[src/rtl/cdcm_rx_word_aligner_pkg.sv]
// Shared types and helpers for the CDCM receive word aligner.
// Holds the per-lane search state encoding and the default training word.
package cdcm_rx_word_aligner_pkg;

  typedef enum logic [2:0] {
    S_IDLE,
    S_CHECK,
    S_SETTLE,
    S_LOCKED,
    S_FAIL
  } align_state_e;

  localparam logic [7:0] kDefaultTrainPattern = 8'hF0;

  function automatic int clog2(input int value);
    int r;
    r = 0;
    while ((1 << r) < value) r = r + 1;
    return r;
  endfunction

endpackage

[src/rtl/cdcm_rx_word_aligner_lane.sv]
// One receive lane: polarity, two-word pipeline, slip mux,
// slip counter and the training-pattern search FSM.
module cdcm_rx_lane_aligner
  import cdcm_rx_word_aligner_pkg::*;
#(
  parameter int kDevW = 8,
  parameter int kSelCount = clog2(kDevW),
  parameter logic [kDevW-1:0] kTrainPattern =
    kDevW'(kDefaultTrainPattern),
  parameter int kMatchCount = 16,
  parameter int kSettleCycles = 2
) (
  input  logic                 clk,
  input  logic                 rst,
  input  logic [kDevW-1:0]     din,
  input  logic                 pol_inv,
  input  logic                 bitslip,
  input  logic                 align_start,
  output logic [kDevW-1:0]     dout,
  output logic [kSelCount-1:0] slip_pos,
  output logic                 align_done,
  output logic                 align_error
);

  localparam int kMcW =
    (kMatchCount > 1) ? clog2(kMatchCount) : 1;
  localparam int kStW =
    (kSettleCycles > 1) ? clog2(kSettleCycles) : 1;
  localparam int kSettleLastI =
    (kSettleCycles > 0) ? kSettleCycles - 1 : 0;

  localparam logic [kMcW-1:0] kMatchLast =
    kMcW'(kMatchCount - 1);
  localparam logic [kStW-1:0] kSettleLast =
    kStW'(kSettleLastI);
  localparam logic [kSelCount-1:0] kPosLast =
    kSelCount'(kDevW - 1);
  localparam logic [kSelCount:0] kWidth =
    (kSelCount + 1)'(kDevW);

  logic [kDevW-1:0]     a_d, a_q;
  logic [kDevW-1:0]     b_d, b_q;
  logic [kDevW-1:0]     dout_d, dout_q;
  logic [kDevW-1:0]     word;
  logic [2*kDevW-1:0]   cat;
  logic [kSelCount:0]   base;
  logic [kSelCount-1:0] s_d, s_q, s_inc;
  logic [kSelCount-1:0] tried_d, tried_q;
  logic [kMcW-1:0]      match_d, match_q;
  logic [kStW-1:0]      settle_d, settle_q;
  logic                 done_d, done_q;
  logic                 err_d, err_q;
  logic                 hit;
  align_state_e         state_d, state_q;

  // Window of the {A,B} bit stream selected by the slip position.
  always_comb begin
    a_d    = pol_inv ? ~din : din;
    b_d    = a_q;
    cat    = {a_q, b_q};
    base   = kWidth - {1'b0, s_q};
    word   = cat[base +: kDevW];
    dout_d = word;
    hit    = (word == kTrainPattern);
    s_inc  = (s_q == kPosLast) ? '0 : s_q + 1'b1;
  end

  always_comb begin
    state_d  = state_q;
    s_d      = s_q;
    tried_d  = tried_q;
    match_d  = match_q;
    settle_d = settle_q;
    done_d   = done_q;
    err_d    = err_q;
    if (align_start) begin
      state_d  = S_CHECK;
      tried_d  = '0;
      match_d  = '0;
      settle_d = '0;
      done_d   = 1'b0;
      err_d    = 1'b0;
    end else begin
      unique case (state_q)
        S_IDLE: begin
          if (bitslip) s_d = s_inc;
        end
        S_CHECK: begin
          if (hit) begin
            if (match_q == kMatchLast) begin
              state_d = S_LOCKED;
              done_d  = 1'b1;
              match_d = '0;
            end else begin
              match_d = match_q + 1'b1;
            end
          end else begin
            // The last miss also advances, so a failed
            // lane wraps back to where its search began.
            match_d = '0;
            s_d     = s_inc;
            if (tried_q == kPosLast) begin
              state_d = S_FAIL;
              err_d   = 1'b1;
            end else begin
              tried_d  = tried_q + 1'b1;
              settle_d = '0;
              state_d  = (kSettleCycles == 0) ? S_CHECK
                                              : S_SETTLE;
            end
          end
        end
        S_SETTLE: begin
          if (settle_q == kSettleLast) begin
            state_d = S_CHECK;
          end else begin
            settle_d = settle_q + 1'b1;
          end
        end
        S_LOCKED: begin
          if (bitslip) begin
            s_d     = s_inc;
            done_d  = 1'b0;
            state_d = S_IDLE;
          end
        end
        S_FAIL: begin
          if (bitslip) s_d = s_inc;
        end
        default: state_d = S_IDLE;
      endcase
    end
  end

  always_ff @(posedge clk) begin
    if (rst) begin
      a_q      <= '0;
      b_q      <= '0;
      dout_q   <= '0;
      s_q      <= '0;
      tried_q  <= '0;
      match_q  <= '0;
      settle_q <= '0;
      done_q   <= 1'b0;
      err_q    <= 1'b0;
      state_q  <= S_IDLE;
    end else begin
      a_q      <= a_d;
      b_q      <= b_d;
      dout_q   <= dout_d;
      s_q      <= s_d;
      tried_q  <= tried_d;
      match_q  <= match_d;
      settle_q <= settle_d;
      done_q   <= done_d;
      err_q    <= err_d;
      state_q  <= state_d;
    end
  end

  assign dout        = dout_q;
  assign slip_pos    = s_q;
  assign align_done  = done_q;
  assign align_error = err_q;

endmodule

[src/rtl/cdcm_rx_word_aligner.sv]
// Multi-lane CDCM receive word aligner: one independent
// lane aligner per channel plus the all-lanes-locked flag.
module cdcm_rx_word_aligner
  import cdcm_rx_word_aligner_pkg::*;
#(
  parameter int kNumCh = 4,
  parameter int kDevW = 8,
  parameter int kSelCount = clog2(kDevW),
  parameter logic [kDevW-1:0] kTrainPattern =
    kDevW'(kDefaultTrainPattern),
  parameter int kMatchCount = 16,
  parameter int kSettleCycles = 2
) (
  input  logic                        clkDivIn,
  input  logic                        ioReset,
  input  logic [kNumCh*kDevW-1:0]     dInFromSerdes,
  input  logic [kNumCh-1:0]           polarityInv,
  input  logic [kNumCh-1:0]           bitslip,
  input  logic                        alignStart,
  output logic [kNumCh*kDevW-1:0]     dOutToDevice,
  output logic [kNumCh*kSelCount-1:0] slipPos,
  output logic [kNumCh-1:0]           alignDone,
  output logic [kNumCh-1:0]           alignError,
  output logic                        allAligned
);

  for (genvar c = 0; c < kNumCh; c++) begin : g_lane
    cdcm_rx_lane_aligner #(
      .kDevW         (kDevW),
      .kSelCount     (kSelCount),
      .kTrainPattern (kTrainPattern),
      .kMatchCount   (kMatchCount),
      .kSettleCycles (kSettleCycles)
    ) u_lane (
      .clk         (clkDivIn),
      .rst         (ioReset),
      .din         (dInFromSerdes[c*kDevW +: kDevW]),
      .pol_inv     (polarityInv[c]),
      .bitslip     (bitslip[c]),
      .align_start (alignStart),
      .dout        (dOutToDevice[c*kDevW +: kDevW]),
      .slip_pos    (slipPos[c*kSelCount +: kSelCount]),
      .align_done  (alignDone[c]),
      .align_error (alignError[c])
    );
  end

  assign allAligned = &alignDone;

endmodule

[config.mk]
export PLATFORM = sky130hd
export DESIGN_NAME = cdcm_rx_word_aligner
export DESIGN_NICKNAME = d
export VERILOG_FILES = /design/src/rtl/cdcm_rx_word_aligner_pkg.sv /design/src/rtl/cdcm_rx_word_aligner_lane.sv /design/src/rtl/cdcm_rx_word_aligner.sv
export SDC_FILE = /design/constraint.sdc
export NUM_CORES = 1
export LEC_CHECK = 0
export ABC_CLOCK_PERIOD_IN_PS = 3200
export BUFFER_PORTS_ARGS = -buffer_cell sky130_fd_sc_hd__buf_2
export CAP_MARGIN = 10
export CELL_PAD_IN_SITES_DETAIL_PLACEMENT = 0
export CELL_PAD_IN_SITES_GLOBAL_PLACEMENT = 1
export CORE_MARGIN = 4
export CORE_UTILIZATION = 42
export CTS_CLUSTER_SIZE = 28
export DETAILED_ROUTE_END_ITERATION = 7
export PLACE_DENSITY = 0.88
export SKIP_CTS_REPAIR_TIMING = 1
export SYNTH_ARGS = -nofsm -noshare
export SYNTH_HDL_FRONTEND = slang
export SYNTH_SLANG_ARGS = --single-unit
[constraint.sdc]
create_clock -name clkDivIn -period 3.2 [get_ports clkDivIn]
set_input_delay 0.16 -clock clkDivIn [delete_from_list [all_inputs] [get_ports clkDivIn]]
set_output_delay 0.16 -clock clkDivIn [all_outputs]
set_load 0.02 [all_outputs]
# Yosys cells after proc, flatten, opt, wreduce, memory -nomap -nowiden
# Index checks and enable logic that the tools add are counted.
[totals]
ff_bits = 160
out_inout_bits = 53
[op_classes]
addsub = 20
n_eq_ne = 80
n_shift = 4
muxes = 88
bitwise_logic = 17
n_reduce_logical = 54
[ops]
columns = ["cell", "count"]
rows = [
  ["$mux 3", 32],
  ["$reduce_and 4->1", 17],
  ["$shiftx 16x5->8", 4],
  ["$pmux 3 s4", 4],
  ["$ne 2x1->1 const B", 20],
  ["$eq 3x3->1 const B", 12],
  ["$reduce_and 3->1", 12],
  ["$eq 8x8->1 const B", 4],
  ["$mux 4", 8],
  ["$mux 8", 4],
  ["$not 8->8", 4],
  ["$mux 1", 28],
  ["$add 3x1->3 const B", 8],
  ["$eq 3x2->1 const B", 8],
  ["$ne 2x2->1 const B", 12],
  ["$ne 3x3->1 const B", 8],
  ["$pmux 3 s2", 4],
  ["$reduce_bool 2->1", 12],
  ["$add 4x1->4 const B", 4],
  ["$eq 4x4->1 const B", 4],
  ["$ne 4x4->1 const B", 4],
  ["$pmux 1 s2", 8],
  ["$sub 4x3->4 const A", 4],
  ["$not 1->1", 13],
  ["other kinds (6)", 25],
]

# Depth between registers and ports, before layout
# Gate-level depths: netlist of the first run.
[depth]
word_depth = 6
depth_mapped = 15
ltp_nobuf = 10

# Cells and area by module
# From an unflattened synthesis of the first run, not the netlist that was laid out.
[hier_totals]
cells_unflattened = 1093
hier_area_um2 = 9818.2
[by_module_without_submodules]
columns = ["mod", "n_inst", "cells_each", "area_each_um2", "seq_area_each_um2"]
rows = [
  ["cdcm_rx_lane_aligner", 4, 273, 2452.4, 800.8],
  ["cdcm_rx_word_aligner", 1, 1, 8.8, 0.0],
]

# Worst setup path before layout of the first run
# No wires, ideal clock.
[synth_path]
path_kind = "register to register"
startpoint = "reg g_lane[0].u_lane.s_q[0]"
endpoint = "reg g_lane[0].u_lane.tried_q[1]"
setup_ps = 128
t_arrival_ps = 3439
path_slack_ps = -367
stages_incl_launch_ff = 16
n_path_buf = 5
cell_sequence = "dfxtp_1 buf_2 clkinv_1 ha_1 buf_4 buf_2 mux2_1 or3_1 o2111ai_1 a21oi_1 and4_1 buf_6 or3_1 buf_2 mux2i_1 nor2_1"
[synth_between]
elab_chain_cells = 5
[synth_rtl]
columns = ["element", "line_no", "rtl"]
rows = [
  ["start: declaration", "cdcm_rx_word_aligner_lane.sv:47", "logic [kSelCount-1:0] s_d, s_q, s_inc;"],
  ["start signal: assignment", "cdcm_rx_word_aligner_lane.sv:140", "s_q <= '0;"],
  ["start signal: assignment", "cdcm_rx_word_aligner_lane.sv:151", "s_q <= s_d;"],
  ["$sub 4x3->4", "cdcm_rx_word_aligner_lane.sv:61", "base = kWidth - {1'b0, s_q};"],
  ["$shiftx 16x5->8", "cdcm_rx_word_aligner_lane.sv:62", "word = cat[base +: kDevW];"],
  ["$eq 8x8->1", "cdcm_rx_word_aligner_lane.sv:64", "hit = (word == kTrainPattern);"],
  ["$not 1->1 (no source line)", "-", ""],
  ["$reduce_and 3->1 (no source line)", "-", ""],
  ["end signal: assignment", "cdcm_rx_word_aligner_lane.sv:152", "tried_q <= tried_d;"],
  ["end: declaration", "cdcm_rx_word_aligner_lane.sv:48", "logic [kSelCount-1:0] tried_d, tried_q;"],
]
# Every way passes these cells.
# A chain may end at the register's enable or synchronous reset.

# Final worst setup path of the first run
# Ends and elaborated chain as after synthesis.

==> metrics.md, run 1 <==
| Metric | Value |
|---|---|
| Result of the run | complete, but fails checks |
| Violations in the final reports | hold timing |
| Worst Max-Slew Pin Slew | 837 ps |
| Final Hold Fails | 7 |
| Dpl cell area | 0.00987 mm^2 |
| Buffers added on ports | 95 |
| Cell taking the most area after synthesis | dfxtp_1 |
| Pin count of the biggest net entering global routing | 83 |
| Highest metal layer used by the detailed router | met4 |
| Count of cells along the worst register-to-register path | 11 |
| Antenna Nets Post-Route | 0 |
| Critical Path Source | g_lane[0].u_lane.slip_pos[0] |
| Fraction of registers with async set or reset after synthesis | 0 |
| Sum of net half-perimeters after detailed placement | 15100 um |
| Register bit count reported by yosys | 160 |
| Post-Route Utilization | 0.515 |
| Deepest level of the CTS H-tree | 4 |
| Most frequent cell after synthesis | dfxtp_1 |
| Met1 wire length | 9960 um |
| Fmax | 325 MHz |
| Pint | 4.05 mW |
| Number of buffers created by CTS | 17 |
| Ranking of synthesized cells by instance count | 160 x dfxtp_1, 94 x nor2_1, 68 x nand2_1 |
| Number of placed cells counting well taps | 1286 |
| Mean instance size in the synthesized netlist | 9.51 um^2 |
| Clk_skew | 12.5 ps |
| Gpl congestion | 0.906 |
| Switching Share | 0.307 |
| Final Cycle Share | 0.960 |
| Part of the total power dissipated in sequential elements | 0.381 |
| Row Count | 53 |
| Endpoint class of the critical path | flop |
| Chip width | 155 um |
| Clock Tree Root | clkbuf_16 |
| Area grow syn2layout | 19.5% |
| Tmin final | 3070 ps |
| Number of setup violations in the final report | 0 |
| Cell area after layout | 0.0109 mm^2 |
| Parity-gate share of the synthesized area counting xor and xnor cells | 0.0384 |
| Most used flip-flop cell after synthesis | dfxtp_1 |
| Clock sinks | 160 |
| Post-synthesis sequential area ratio | 0.351 |
| Main combinational cell family by area after synthesis | simple AND/OR/NAND/NOR gates |
| TritonCTS clock tree | done |
| Mux share of post-synthesis cell area | 0.191 |
| Vias per std cell | 5.58 |
| Yosys warns | 0 |
| Cell types with the largest area share after synthesis | dfxtp_1 35%, mux4_2 11%, mux2i_1 4.9% |
| Core region area | 0.0212 mm^2 |
| Y dimension of the die | 155 um |
| DRT Wirelength | 21700 um |
| WS Path Type | flop to flop |
| Combinational share of power | 0.248 |
| Final-layout worst hold slack | -28.2 ps |
| Leakage power total | 4.35 nW |
| Post-route non-filler standard cell count | 1352 |
| Ratio of cells with drive above 1 in the final layout | 0.249 |
| Post-route DRC violation count | 0 |
| Worst setup endpoint | g_lane[0].u_lane.tried_q[1] |
| Net switching power figure | 1.79 mW |
| Area of the die | 0.0241 mm^2 |
| Initial Util | 0.431 |
| Total GRT Usage | 0.174 |
| Total power consumption of the routed design | 5.84 mW |
| Path type of the worst min-delay path | input pin to flop |
| Initial drt markers | 642 |
| First-pass GRT wire length | 35000 um |
| Unrepaired setup endpoints after global routing | true |
| R2r startpoint | g_lane[0].u_lane.slip_pos[0] |
| Required time at the endpoint of the critical path | 3520 ps |
| Total via count in the routed design | 7538 |
| Maximum fanout along the worst path | 13 |
| Simple-gate share of the synthesized area | 0.201 |
| Final antenna diode count | 0 |
| Ratio of total power to cell area | 536 mW/mm^2 |
| Compound-gate portion of the synthesized area | 0.132 |
| Endpoint of the worst register-to-register path | g_lane[0].u_lane.tried_q[1] |
| Met2 Routed Length | 10300 um |
| Data arrival time of the critical path | 3390 ps |
| Largest buffer count on any clock path | 2 |
| Number of different library cells in the post-synthesis netlist | 80 |
| Worst-skew pair later-pin latency | 430 ps |
| Cell Area, Synth | 0.00912 mm^2 |
| Worst reg2reg setup slack | 130 ps |
| Count of pins on the block boundary | 96 |
| Vias in the first global route | 6937 |
| EDFF count, synth | 0 |
| Fraction of post-synthesis cell area in the top cell type by area | 0.351 |
| Clock slew at reported path FFs | 60 ps |
| Routed WL per cell | 16.1 um |
| Maximum ir drop on the vdd rail | 0.000262 V |
| Antenna violations before repair | 0 |
| Max-slew headroom at the worst pin | 0.442 |
| Area share of fa/ha/maj cells after synthesis | 0.0329 |
| Detailed Routing Iterations Pass 1 | 5 |
| Syn Inst Count | 959 |
| Number of nets in the layout | 1131 |
| Routed length on met3 | 1150 um |
| Reported max-cap violation count | 0 |
| CP startpoint kind | flop |
| Net count after synthesis | 1026 |
| Overflow after GRT | 0 |
| Clock network fraction of total power | 0.370 |
| Count of pins over their slew limit | 0 |
==> placed cells by master (no fill, tap or decap), types with 10 or more instances in the layout <==
| master | n |
|---|---|
| nand2_1 | 68 |
| nor2b_1 | 48 |
| nor3_1 | 22 |
| nand3_1 | 37 |
| dfxtp_1 | 156 |
| buf_2 | 94 |
| mux2i_1 | 42 |
| clkbuf_16 | 18 |
| and3_1 | 10 |
| mux2_2 | 14 |
| o21ai_0 | 28 |
| mux4_2 | 46 |
| a21oi_1 | 46 |
| ha_1 | 21 |
| xnor2_1 | 33 |
| dlygate4sd3_1 | 26 |
| buf_4 | 34 |
| a31oi_1 | 12 |
| nand2b_1 | 14 |
| inv_1 | 21 |
| nor2_1 | 94 |
==> worst min-delay path by stage <==
stage | from | endpoint | slack [ps] | depth (start not counted)
2_1_floorplan | bitslip[0] | g_lane[0].u_lane.align_done | 280 | 1
3_3_place_gp | dInFromSerdes[15] | g_lane[1].u_lane.a_q[7] | 400 | 3
3_5_place_dp | dInFromSerdes[4] | g_lane[0].u_lane.a_q[4] | 410 | 3
4_1_cts | dInFromSerdes[4] | g_lane[0].u_lane.a_q[4] | -50 | 3
5_1_grt | dInFromSerdes[17] | g_lane[2].u_lane.a_q[1] | 0.2 | 3
6_report | dInFromSerdes[27] | g_lane[3].u_lane.a_q[3] | -30 | 3
==> power by group through the flow <==
stage,sequential (mW),combinational (mW),clock (mW)
2_1_floorplan,2.32,0.987,0
3_3_place_gp,2.27,1.36,0
3_5_place_dp,2.27,1.37,0
4_1_cts,2.23,1.38,2.19
5_1_grt,2.24,1.57,2.29
6_report,2.23,1.45,2.16
==> worst max-delay path, stage by stage (launching register included) <==
cell      delay, ps
dfxtp_4         350
clkinv_2        130
ha_4            350
buf_12          160
mux4_2          520
mux2i_2         190
a311o_1         280
a21oi_1          70
and4_1          260
or3_4           420
mux2i_1         170
nor2_1           50
==> routing by layer <==
layer | track usage | vias up
li1 | - | 3700
met1 | 0.238 | 3578
met2 | 0.282 | 229
met3 | 0.0348 | 31
met4 | 0.0459 | 0
met5 | 0 | -
==> cell families (layout without fill, tap and decap cells) <==
| group | Yosys count | count (layout) |
|---|---|---|
| compound gates | 176 | 176 |
| mux | 111 | 111 |
| buf+inv | 98 | 216 |
| flops | 160 | 160 |
| xor+xnor | 37 | 37 |
| simple gates | 353 | 353 |
| fa+ha+maj | 24 | 24 |
==> layout make-up <==
type,count,area [um^2]
flip-flops and latches,160,3210
clock inverters,15,195
inverters,26,100
clock buffers,17,425
well taps,275,344
repair buffers,158,1070
fillers,1907,10300
multi-input cells,701,5540
==> flip-flops by register name, summed over array words and instances, names as in the netlist <==
signal,cells
g_lane.u_lane.a_q,32
g_lane.u_lane.align_done,4
g_lane.u_lane.align_error,4
g_lane.u_lane.b_q,32
g_lane.u_lane.dout,32
g_lane.u_lane.match_q,16
g_lane.u_lane.settle_q,4
g_lane.u_lane.slip_pos,12
g_lane.u_lane.state_q,12
g_lane.u_lane.tried_q,12
==> per-stage QoR <==
step	setup TNS, ps	setup WS, ps
floorplan	0	12.7
global placement	0	152
detailed placement	0	93.1
CTS	0	62.4
global route	-27.7	-15.5
finish	0	127
No activity file was read; power rests on OpenSTA's default activity.
==> inputs of run 2 (changes only) <==
==> constraint.sdc (replaced) <==
create_clock -name clkDivIn -period 3.2 [get_ports clkDivIn]
set_input_delay 0.64 -clock clkDivIn [delete_from_list [all_inputs] [get_ports clkDivIn]]
set_output_delay 0.64 -clock clkDivIn [all_outputs]
set_load 0.02 [all_outputs]
==> metrics.md, run 2 (synthesis gave the netlist of run 1 again) <==
| Metric | Value |
|---|---|
| Result of the run | finished, final reports clean |
| WS Path Type | flop to flop |
| Post-route DRC violation count | 0 |
| Multi-input gate area | 0.00554 mm^2 |
| Final Hold Fails | 0 |
| Most common cell after layout, fill and taps aside | dfxtp_1 |
| Overflow after GRT | 0 |
| Vias in the first global route | 6848 |
| Fmax | 327 MHz |
| Dpl cell area | 0.00986 mm^2 |
| Max-slew headroom at the worst pin | 0.331 |
| Post-Route Utilization | 0.500 |
| Data arrival time of the critical path | 3360 ps |
| Number of nets in the layout | 1103 |
| Detailed Routing Iterations Pass 1 | 5 |
| Initial Util | 0.431 |
| DRT Wirelength | 21000 um |
| Maximum fanout along the worst path | 18 |
| Hold Crit Start | dInFromSerdes[31] |
| Area of the die | 0.0241 mm^2 |
| Worst-skew pair later-pin latency | 420 ps |
| Worst reg2reg setup slack | 140 ps |
| TritonCTS clock tree | done |
| Worst Max-Slew Pin Slew | 1000 ps |
| Buffers added on ports | 95 |
| Gpl congestion | 0.920 |
| Clock sinks | 160 |
| Leakage power total | 4.21 nW |
| CP startpoint kind | flop |
| Vias per std cell | 5.56 |
| Y dimension of the die | 155 um |
| Critical Path Source | g_lane[2].u_lane.slip_pos[0] |
| Number of setup violations in the final report | 0 |
| R2r startpoint | g_lane[2].u_lane.slip_pos[0] |
| Clock Tree Root | clkbuf_16 |
| Count of pins over their slew limit | 0 |
| Sum of net half-perimeters after detailed placement | 14900 um |
| Final-layout worst hold slack | 453 ps |
| Number of buffers created by CTS | 17 |
| Final Cycle Share | 0.955 |
| Initial drt markers | 536 |
| Tmin final | 3060 ps |
| Pin count of the biggest net entering global routing | 98 |
| Antenna Nets Post-Route | 0 |
| Maximum ir drop on the vdd rail | 0.000348 V |
| Final antenna diode count | 0 |
| Deepest level of the CTS H-tree | 4 |
| Largest buffer count on any clock path | 2 |
| Path type of the worst min-delay path | input pin to flop |
| Register Area | 0.00321 mm^2 |
| Total GRT Usage | 0.173 |
| Area grow syn2layout | 15.9% |
| Ratio of cells with drive above 1 in the final layout | 0.250 |
| Clock slew at reported path FFs | 60 ps |
| Clk_skew | 8.00 ps |
| Antenna violations before repair | 0 |
| Commonest cells after routing, fill and taps aside | 156 x dfxtp_1, 94 x nor2_1, 94 x buf_2 |
| Ratio of total power to cell area | 539 mW/mm^2 |
| Number of filler instances in the final layout | 1946 |
| Count of pins on the block boundary | 96 |
| Row Count | 53 |
| Core region area | 0.0212 mm^2 |
| Chip width | 155 um |
| Reported max-cap violation count | 0 |
| Unrepaired setup endpoints after global routing | true |
| Total via count in the routed design | 7343 |
| Routed WL per cell | 15.9 um |
| Endpoint class of the critical path | flop |
| Cell area after layout | 0.0106 mm^2 |
| Required time at the endpoint of the critical path | 3510 ps |
| First-pass GRT wire length | 34700 um |
run 2: cell count changes in the layout (fill, tap and decap cells not counted), sizes merged:
| cell | change |
|---|---|
| clkinv | -1 |
| clkbuf | +3 |
| clkinvlp | +1 |
| dlygate4sd3 | -26 |
| inv | -6 |
| buf | -2 |
run 2: area by class of cell:
| type | count | share of cell area |
|---|---|---|
| clock buffer | 20 | 0.0432 |
| multi-input combinational | 701 | 0.524 |
| clock inverter | 9 | 0.0127 |
| tap | 275 | 0.0326 |
| timing repair buffer | 130 | 0.0741 |
| sequential | 160 | 0.304 |
| inverter | 26 | 0.00947 |
run 2: path summary, 6_finish.rpt:
check                           depth (start not counted)                           end
worst min-delay path                                    3       g_lane[3].u_lane.a_q[7]
worst max register to register                         10  g_lane[2].u_lane.slip_pos[0]
worst max-delay path                                   10  g_lane[2].u_lane.slip_pos[0]
worst min register to register                          2  g_lane[2].u_lane.align_error
run 2: layer usage:
layer	track usage	vias to the layer above	share of wire
li1	-	3644	-
met1	0.240	3491	0.47
met2	0.276	195	0.47
met3	0.0392	13	0.047
met4	0.0379	0	0.0087
met5	0	-	0
run 2: stage by stage:
stage                     setup TNS, ps  setup WS (ps)  power [mW]  std cells
after global routing              -10.1          -10.1        5.98       1321
after CTS                             0           56.5        5.71       1315
after detailed placement              0           86.2        3.64       1286
after global placement                0            112        3.62       1286
after floorplan                       0           12.7        3.31        959
final                                 0            143        5.70       1321
run 2: power breakdown:
| group | switching (mW) | internal [mW] | total (mW) | leakage, nW |
|---|---|---|---|---|
| combinational | 0.764 | 0.649 | 1.41 | 2.61 |
| clock | 0.802 | 1.26 | 2.06 | 0.285 |
| sequential | 0.101 | 2.12 | 2.23 | 1.31 |
run 2: worst max-delay path, stage by stage (launching register included):
cell and delay [ps]:
dfxtp_2 340, inv_2 50, ha_4 390, buf_4 190
mux4_2 300, mux2_2 270, a21oi_1 290, nand3_1 180
nor4b_4 450, o31ai_2 150, mux2_1 330
==> inputs of run 3 (changes only) <==
--- a/config.mk
+++ b/config.mk
@@ -11,11 +11,12 @@
 export CELL_PAD_IN_SITES_DETAIL_PLACEMENT = 0
 export CELL_PAD_IN_SITES_GLOBAL_PLACEMENT = 1
 export CORE_MARGIN = 4
-export CORE_UTILIZATION = 42
+export CORE_UTILIZATION = 35
 export CTS_CLUSTER_SIZE = 28
 export DETAILED_ROUTE_END_ITERATION = 7
-export PLACE_DENSITY = 0.88
+export PLACE_DENSITY = 0.78
 export SKIP_CTS_REPAIR_TIMING = 1
 export SYNTH_ARGS = -nofsm -noshare
 export SYNTH_HDL_FRONTEND = slang
+export SYNTH_HIERARCHICAL = 1
 export SYNTH_SLANG_ARGS = --single-unit
==> metrics.md, run 3 <==
| Metric | Value |
|---|---|
| Net switching power figure | 2.02 mW |
| WS Path Type | flop to flop |
| Multi-input gate area | 0.00633 mm^2 |
| Routed WL per cell | 15.7 um |
| Register bit count reported by yosys | 160 |
| Total via count in the routed design | 8542 |
| Result of the run | finished, final reports clean |
| Area grow syn2layout | 20.0% |
| Mux share of post-synthesis cell area | 0.199 |
| Area share of fa/ha/maj cells after synthesis | 0.0306 |
| Worst reg2reg setup slack | 100 ps |
| Commonest cells after routing, fill and taps aside | 155 x dfxtp_1, 132 x nor2_1, 94 x buf_2 |
| Area of the die | 0.0308 mm^2 |
| Switching Share | 0.335 |
| Tmin final | 3100 ps |
| Initial drt markers | 791 |
| EDFF count, synth | 0 |
| Count of cells along the worst register-to-register path | 11 |
| Row Count | 61 |
| Combinational share of power | 0.292 |
| Main combinational cell family by area after synthesis | simple AND/OR/NAND/NOR gates |
| Most common cell after layout, fill and taps aside | dfxtp_1 |
| Total GRT Usage | 0.156 |
| Leakage power total | 4.77 nW |
| Initial Util | 0.354 |
| Met1 wire length | 11200 um |
| Largest buffer count on any clock path | 2 |
| Final Cycle Share | 0.970 |
| Final Hold Fails | 0 |
| Net count after synthesis | 1160 |
| Antenna violations before repair | 0 |
| Total power consumption of the routed design | 6.01 mW |
| Number of setup violations in the final report | 0 |
| Fmax | 322 MHz |
| Vias per std cell | 5.40 |
| Maximum ir drop on the vdd rail | 0.000265 V |
| Detailed Routing Iterations Pass 1 | 5 |
| Count of pins on the block boundary | 96 |
| Part of the total power dissipated in sequential elements | 0.371 |
| Ranking of synthesized cells by instance count | 160 x dfxtp_1, 132 x nor2_1, 84 x mux2i_1 |
| Vias in the first global route | 7856 |
| Clock slew at reported path FFs | 70 ps |
| Maximum fanout along the worst path | 5 |
| Endpoint of the worst register-to-register path | g_lane[2].u_lane/slip_pos[0] |
| First-pass GRT wire length | 40200 um |
| Number of buffers created by CTS | 17 |
| Chip width | 175 um |
| Register Area | 0.00322 mm^2 |
| Clock sinks | 160 |
| Number of filler instances in the final layout | 2702 |
| Cell types with the largest area share after synthesis | dfxtp_1 33%, mux2i_1 8.6%, mux4_2 5.5% |
| Worst-skew pair later-pin latency | 430 ps |
| CP startpoint kind | flop |
| Core region area | 0.0277 mm^2 |
| Path type of the worst min-delay path | input pin to flop |
| Post-synthesis sequential area ratio | 0.326 |
| Syn Inst Count | 1093 |
| Y dimension of the die | 175 um |
| Pin count of the biggest net entering global routing | 49 |
| Yosys warns | 6 |
| Routed length on met3 | 1330 um |
| Endpoint class of the critical path | flop |
| Final antenna diode count | 0 |
| Number of nets in the layout | 1258 |
| Cell Area, Synth | 0.00982 mm^2 |
| Cell area after layout | 0.0118 mm^2 |
| Cell taking the most area after synthesis | dfxtp_1 |
| Ratio of total power to cell area | 510 mW/mm^2 |
| Simple-gate share of the synthesized area | 0.233 |
| Unrepaired setup endpoints after global routing | true |
| Data arrival time of the critical path | 3410 ps |
| R2r startpoint | g_lane[2].u_lane/slip_pos[1] |
| Endpoint of the worst hold path | g_lane[0].u_lane/a_q[5] |
| Most frequent cell after synthesis | dfxtp_1 |
| Ratio of cells with drive above 1 in the final layout | 0.245 |
| Compound-gate portion of the synthesized area | 0.134 |
| Met2 Routed Length | 11900 um |
| Clock network fraction of total power | 0.337 |
| Gpl congestion | 0.880 |
| Required time at the endpoint of the critical path | 3510 ps |
| Count of pins over their slew limit | 0 |
| Hold Crit Start | dInFromSerdes[5] |
| Sum of net half-perimeters after detailed placement | 17600 um |
| Reported max-cap violation count | 0 |
| Clk_skew | 16.3 ps |
| Mean instance size in the synthesized netlist | 8.98 um^2 |
| Most used flip-flop cell after synthesis | dfxtp_1 |
| Max-slew headroom at the worst pin | 0.557 |
| TritonCTS clock tree | done |
| Worst Max-Slew Pin Slew | 664 ps |
| Deepest level of the CTS H-tree | 4 |
| Number of different library cells in the post-synthesis netlist | 54 |
| Parity-gate share of the synthesized area counting xor and xnor cells | 0.0321 |
| Clock Tree Root | clkbuf_16 |
| Antenna Nets Post-Route | 0 |
| Dpl cell area | 0.0109 mm^2 |
| Post-route DRC violation count | 0 |
| Number of cells on the worst hold path | 3 |
| Highest metal layer used by the detailed router | met4 |
| Overflow after GRT | 0 |
| Fraction of registers with async set or reset after synthesis | 0 |
| Fraction of post-synthesis cell area in the top cell type by area | 0.326 |
| Pint | 3.99 mW |
| Post-Route Utilization | 0.425 |
| Buffers added on ports | 95 |
| DRT Wirelength | 24900 um |
[run 3: cells by family after synthesis]
family | after synthesis
muxes | 148
adders and majority gates | 24
buffers and inverters | 96
xor gates and xnor gates | 36
and+or+nand+nor | 437
AOI/OAI and AO/OA | 192
DFF | 160
[run 3: power by group through the flow]
stage / registers [mW] / logic (mW) / clock network [mW]
floorplan: 2.32 / 1.14 / 0
global placement: 2.27 / 1.61 / 0
detailed placement: 2.27 / 1.61 / 0
CTS: 2.23 / 1.61 / 2.09
global route: 2.25 / 1.89 / 2.18
finish: 2.23 / 1.75 / 2.03
[run 3: worst max-delay path, stage by stage, from the launching register on]
cell      delay [ps]
dfxtp_2          320
inv_1             70
ha_4             320
buf_12           120
mux2_4           320
a32o_1           220
or4_4            500
nor3_4           320
buf_4            170
nand3b_1          90
a21oi_2          210
mux2_4           310
[run 3: worst max-delay path by stage]
| stage | startpoint | to | cells past startpoint |
|---|---|---|---|
| finish | g_lane[2].u_lane/slip_pos[1] | g_lane[2].u_lane/slip_pos[0] | 11 |
| global route | g_lane[0].u_lane/slip_pos[1] | g_lane[0].u_lane/match_q[3] | 11 |
| CTS | g_lane[0].u_lane/slip_pos[0] | g_lane[0].u_lane/settle_q | 11 |
| global placement | g_lane[0].u_lane/slip_pos[0] | g_lane[0].u_lane/settle_q | 11 |
| detailed placement | g_lane[0].u_lane/slip_pos[0] | g_lane[0].u_lane/settle_q | 11 |
| floorplan | g_lane[0].u_lane/slip_pos[0] | g_lane[0].u_lane/slip_pos[0] | 13 |
[run 3: area by class of cell]
class / instances / share of cell area
multi-input cells: 837 / 0.537
flip-flops and latches: 160 / 0.273
repair buffers: 155 / 0.0918
well taps: 378 / 0.0401
clock buffers: 17 / 0.0361
clock inverters: 15 / 0.0141
inverters: 20 / 0.00722
[run 3: routing by layer]
metal  global-route usage  up-vias
met3               0.0254       40
met4               0.0445        0
met1                0.213     4028
li1                     -     4190
met5                    0        -
met2                0.258      284
[run 3: stage by stage]
step	setup slack (ps)	instances	hold WS (ps)	TNS, ps
6_report	97.1	1582	447	0
5_1_grt	-15.8	1582	437	-30.2
4_1_cts	-8.24	1572	428	-8.24
3_5_place_dp	30.4	1540	459	0
3_3_place_gp	60.0	1540	449	0
2_1_floorplan	-8.15	1093	442	-8.15
